===== config.mk =====
export PLATFORM = sky130hd
export DESIGN_NAME = enc_hl
export DESIGN_NICKNAME = d
export VERILOG_FILES = /design/src/rtl/enc_hl.sv
export SDC_FILE = /design/constraint.sdc
export NUM_CORES = 1
export LEC_CHECK = 0
export ABC_AREA = 1
export BUFFER_PORTS_ARGS = -buffer_cell sky130_fd_sc_hd__buf_4
export CORE_MARGIN = 2
export CORE_UTILIZATION = 30
export DETAILED_ROUTE_END_ITERATION = 6
export SYNTH_ARGS = -nofsm -noshare
export SYNTH_HDL_FRONTEND = slang
export SYNTH_SLANG_ARGS = --single-unit

===== constraint.sdc =====
create_clock -name clk -period 1.8 [get_ports clk]
set_input_delay 0.36 -clock clk [delete_from_list [all_inputs] [get_ports clk]]
set_output_delay 0.36 -clock clk [all_outputs]
set_load 0.01 [all_outputs]

===== src/rtl/enc_hl.sv =====
// enc_hl: source-side HL packet encoder. Builds the HL head flit from a
// unicast/multicast request and streams head/body/tail flits to the local
// router under credit-based flow control.
module enc_hl #(
  parameter int unsigned MY_XPOS   = 0,
  parameter int unsigned MY_YPOS   = 0,
  parameter int unsigned BUF_DEPTH = 4,
  parameter int unsigned LEN_W     = 4,
  parameter int unsigned FLIT_W    = 32
) (
  input  logic              clk,
  input  logic              rst,
  input  logic              req_valid,
  output logic              req_ready,
  input  logic              req_um_type,
  input  logic [4:0]        req_uni_dst,
  input  logic [15:0]       req_dst_map,
  input  logic [LEN_W-1:0]  req_len,
  input  logic              pl_valid,
  output logic              pl_ready,
  input  logic [FLIT_W-3:0] pl_data,
  output logic [FLIT_W-1:0] flit_out,
  output logic              flit_valid,
  input  logic              credit_in,
  output logic              err_drop,
  output logic              busy
);

  localparam int unsigned CRD_W = $clog2(BUF_DEPTH + 1);
  localparam logic [CRD_W-1:0] CRD_MAX  = CRD_W'(BUF_DEPTH);
  localparam logic [3:0]       OWN_NODE = 4'(MY_XPOS * 4 + MY_YPOS);
  localparam logic [1:0]       X2       = 2'(MY_XPOS);
  localparam logic [1:0]       Y2       = 2'(MY_YPOS);
  localparam logic [1:0]       SRC_POS  = {X2[1], Y2[1]};

  localparam logic [1:0] T_SINGLE = 2'b00;
  localparam logic [1:0] T_HEAD   = 2'b01;
  localparam logic [1:0] T_BODY   = 2'b10;
  localparam logic [1:0] T_TAIL   = 2'b11;

  typedef enum logic [1:0] {IDLE, HEAD, BODY} state_t;

  state_t           state, state_nxt;
  logic [CRD_W-1:0] credit, credit_nxt;
  logic             hd_um;
  logic [4:0]       hd_uni;
  logic [19:0]      hd_mult;
  logic [LEN_W-1:0] len_q;
  logic [LEN_W-1:0] remaining;

  logic [15:0] map_c;
  logic [3:0]  qmask_c;
  logic        drop_c;
  logic        accept_c;
  logic        send_head_c;
  logic        send_body_c;
  logic        send_c;
  logic [31:0] head_c;
  logic [1:0]  body_type_c;

  assign req_ready = (state == IDLE);

  // Destination encoding of the incoming request and its drop decision
  always_comb begin
    map_c           = req_dst_map;
    map_c[OWN_NODE] = 1'b0;
    qmask_c         = '0;
    for (int n = 0; n < 16; n++) begin
      if (map_c[n]) qmask_c[{n[3], n[1]}] = 1'b1;
    end
    if (req_um_type) drop_c = (map_c == '0);
    else             drop_c = req_uni_dst[4] || (req_uni_dst[3:0] == OWN_NODE);
    accept_c = (state == IDLE) && req_valid && !drop_c;
  end

  // Send decisions, next state and credit bookkeeping
  always_comb begin
    send_head_c = (state == HEAD) && (credit != '0);
    send_body_c = (state == BODY) && pl_valid && pl_ready;
    send_c      = send_head_c || send_body_c;
    head_c      = {(len_q == '0) ? T_SINGLE : T_HEAD, hd_um, SRC_POS, hd_uni, hd_mult, 2'b00};
    body_type_c = (remaining == LEN_W'(1)) ? T_TAIL : T_BODY;

    state_nxt = state;
    case (state)
      IDLE:    if (accept_c) state_nxt = HEAD;
      HEAD:    if (send_head_c) state_nxt = (len_q == '0) ? IDLE : BODY;
      BODY:    if (send_body_c && remaining == LEN_W'(1)) state_nxt = IDLE;
      default: state_nxt = IDLE;
    endcase

    // Simultaneous send and return cancel out; returns saturate at full
    credit_nxt = credit;
    if (send_c && !credit_in)
      credit_nxt = credit - CRD_W'(1);
    else if (!send_c && credit_in && credit != CRD_MAX)
      credit_nxt = credit + CRD_W'(1);
  end

  // State, credit counter, latched header and registered flit outputs
  always_ff @(posedge clk) begin
    if (rst) begin
      state      <= IDLE;
      credit     <= CRD_MAX;
      hd_um      <= 1'b0;
      hd_uni     <= '0;
      hd_mult    <= '0;
      len_q      <= '0;
      remaining  <= '0;
      flit_out   <= '0;
      flit_valid <= 1'b0;
      err_drop   <= 1'b0;
      pl_ready   <= 1'b0;
      busy       <= 1'b0;
    end else begin
      state      <= state_nxt;
      credit     <= credit_nxt;
      busy       <= (state_nxt != IDLE);
      pl_ready   <= (state_nxt == BODY) && (credit_nxt != '0);
      flit_valid <= send_c;
      err_drop   <= (state == IDLE) && req_valid && drop_c;
      if (accept_c) begin
        hd_um   <= req_um_type;
        hd_uni  <= req_uni_dst;
        hd_mult <= req_um_type ? {qmask_c, map_c} : 20'd0;
        len_q   <= req_len;
      end
      if (send_head_c) begin
        flit_out  <= FLIT_W'(head_c);
        remaining <= len_q;
      end
      if (send_body_c) begin
        flit_out  <= {body_type_c, pl_data};
        remaining <= remaining - LEN_W'(1);
      end
    end
  end

endmodule


==> impl_metrics.json <==
{
  "ir_worst_vdd_mv": 0.453,
  "holdBufCountCts": 0,
  "gp_congestion": 0.766,
  "power_frac_seq_pct": 42.6,
  "path_max_fanout": 13,
  "register_area_sq_mm": 0.00148,
  "final.setup_skew_ps": 9.23,
  "numPlacedInstances": 625,
  "drive_above_1_share_pct": 26.2,
  "crit_type": "flip-flop to flip-flop",
  "yosysWarningCount": 0,
  "firstDrtPassIters": 4,
  "grt_max_degree": 45,
  "worstSetupEndpointType": "flip-flop",
  "numCtsBuffers": 9,
  "crit_path_frequent_cell": "nand2_1",
  "fin_tns_setup_ps": 0,
  "die-width_um": 105,
  "syn_area_sq_mm": 0.00307,
  "wl_per_cell_um": 12.6,
  "initial_core_util_pct": 31.1,
  "powerDensity_mw_per_mm2": 990,
  "internal_power_mw": 3.14,
  "grt_pass1_vias": 2775,
  "ctsRootBufferMaster": "clkbuf_8",
  "slowest_delay_ps": 360,
  "num_vias": 3013,
  "cp-start-kind": "flip-flop",
  "p_total_mw": 4.19,
  "cts.sinks": 74,
  "cp_num_buf_inv": 4,
  "setup_viol": 0,
  "port_buffers": 96,
  "hp-class": "primary input to flip-flop",
  "seq_area_frac_synth_pct": 48.3,
  "critPathArrivalTime_ps": 1880,
  "hold_violations": 0,
  "crit_family": "buffers and inverters",
  "place_hpwl_um": 5710,
  "power_frac_comb_pct": 15.8,
  "stdcell_count": 641,
  "drt_first_iter_violations": 107,
  "dieArea_sq_mm": 0.0111,
  "r2r_cells": 9,
  "rows": 36,
  "clkPwrFrac_pct": 41.5,
  "fin_crit_ps": 1610,
  "p_leak_nw": 1.76,
  "final_core_util_pct": 42.9,
  "synth.distinct_cells": 24,
  "routed_via_density": 4.70,
  "rsz0062_at_grt": "false",
  "drt-total-wl_um": 8080,
  "coreArea_sq_mm": 0.00986,
  "synth_nets": 477,
  "use_met2_pct": 22.8,
  "switching_share_pct": 25.1,
  "io-pin-count": 98,
  "tightestPinTransition_ps": 469,
  "status": "complete, no violations",
  "antenna_found_initial": 0,
  "ant_nets": 0,
  "clkLatencyLatePin_ps": 340,
  "worst_ep_required_time_ps": 2070,
  "diodes": 0,
  "cts_max_level": 3,
  "use_met3_pct": 5.12,
  "power_switching_mw": 1.05,
  "syn2layout_area_growth_pct": 38.0,
  "crit_cells": 9,
  "ys_ff_latch": 74,
  "die_h_um": 105,
  "overflow": 0,
  "slew_headroom_pct": 68.7,
  "min_path_cells": 3,
  "path_cells": "inv_1, ha_1, nand2_1, nand2_1, buf_4, inv_2, buf_4, nand2_1, a31oi_1",
  "cts_buffer_depth": 2,
  "crit_slowest_cell": "dfxtp_1",
  "min_period_over_period_pct": 89.3,
  "fmax_mhz": 622,
  "grt_pass1_wl_um": 13100,
  "slew_viol_final": 0,
  "synth_area_per_cell_sq_um": 7.46,
  "nets": 569,
  "clkTransAtPathRegs_ps": 80,
  "syn_inst": 411,
  "use_met1_pct": 19.9,
  "drc": 0,
  "grt_util_all_layers_pct": 14.8,
  "multiInputGateArea_sq_mm": 0.00135,
  "gr-max-usage-layer": "met2",
  "cts_tree": "yes",
  "fill_cells": 1015,
  "drv_cap": 0
}
-- worst register-to-register path, stage by stage, from the launching register on --
cell	delay, ps
dfxtp_1	360
inv_1	80
ha_1	210
nand2_1	70
nand2_1	90
buf_4	170
inv_2	100
buf_4	200
nand2_1	90
a31oi_1	160
-- cell usage after synthesis, drive strengths merged --
master	instances	area share [%]
nand3	11	1.8
nand3b	1	0.24
o21ai	11	1.8
o221ai	1	0.29
o22ai	1	0.20
nand4	22	4.5
a31oi	23	4.7
a221oi	4	1.1
dfxtp	74	48
buf	13	2.6
nand2	126	15
inv	29	3.5
nor2	29	3.5
a21oi	42	6.9
a21o	1	0.24
xor2	2	0.57
clkbuf	15	1.9
nor3b	1	0.41
ha	5	2.0
-- metal layers --
metal	vias up	part of all wire (%)
met1	1372	48
met3	6	6.0
li1	1548	-
met4	0	0.93
met5	-	0
met2	87	45
-- path summary, 6_finish.rpt --
path / startpoint / endpoint / slack, ps
max reg2reg: credit[0]$_SDFF_PP0_ / flit_out[18]$_SDFFE_PP0P_ / 190
max: credit[0]$_SDFF_PP0_ / flit_out[18]$_SDFFE_PP0P_ / 190
min: pl_data[23] / flit_out[23]$_SDFFE_PP0P_ / 260
min reg2reg: hd_uni[3]$_SDFFE_PP0P_ / hd_uni[3]$_SDFFE_PP0P_ / 460
-- what timing repair did --
| action | in CTS | in global routing |
|---|---|---|
| setup buffers | 0 | 0 |
| endpoints found under the hold margin | 0 | 0 |
| setup endpoints to repair | 0 | 5 |
| resized for setup | 0 | 2 |
-- flip-flops by register name, summed over array words and instances (netlist names) --
name / cells
flit_valid: 1
err_drop: 1
pl_ready: 1
hd_uni: 5
hd_um: 1
busy: 1
state: 2
len_q: 4
hd_mult: 19
remaining: 4
flit_out: 32
credit: 3
-- area by class of cell --
| type | instances | share of cell area, % |
|---|---|---|
| multi-input cells | 280 | 31.8 |
| clock buffers | 10 | 3.25 |
| clock inverters | 6 | 3.25 |
| repair buffers | 109 | 20.2 |
| well taps | 133 | 3.93 |
| flip-flops and latches | 74 | 35.0 |
| inverters | 29 | 2.57 |
-- cells by family after synthesis --
group,after synthesis,synth area share (%)
AOI/OAI and AO/OA,83,15.2
xor gates and xnor gates,2,0.571
adders and majority gates,5,2.04
buffers and inverters,57,7.99
DFF,74,48.3
and+or+nand+nor,190,25.9
-- layout by cell type, fill, tap and decap left out --
cell / n
nand2_1: 124
buf_4: 106
dfxtp_1: 74
a21oi_1: 42
nor2_1: 29
inv_1: 24
a31oi_1: 23
nand4_1: 22
nand3_1: 11
clkbuf_8: 10
o21ai_1: 8
inv_2: 5
ha_1: 5
a221oi_1: 4
bufinv_16: 4
o21ai_0: 3
buf_12: 3
nand2_2: 2
xor2_1: 2
clkinv_4: 2
nor3b_2: 1
nand3b_1: 1
o22ai_1: 1
a21o_1: 1
o221ai_1: 1
-- metrics by stage --
stage / hold WS [ps] / setup slack (ps) / instance area, sq um
3_3_place_gp: 441 / 199 / 3950
4_1_cts: 248 / 144 / 4230
3_5_place_dp: 446 / 162 / 3950
6_report: 259 / 192 / 4230
5_1_grt: 258 / 30.3 / 4230
2_1_floorplan: 425 / 347 / 3070
-- power groups by stage --
| stage | Combinational, mW | Clock (mW) | Sequential, mW |
|---|---|---|---|
| 2_1_floorplan | 0.366 | 0 | 1.83 |
| 3_3_place_gp | 0.657 | 0 | 1.82 |
| 3_5_place_dp | 0.667 | 0 | 1.83 |
| 4_1_cts | 0.670 | 1.79 | 1.79 |
| 5_1_grt | 0.743 | 1.90 | 1.80 |
| 6_report | 0.664 | 1.74 | 1.79 |
(Power assumes the default switching activity.)
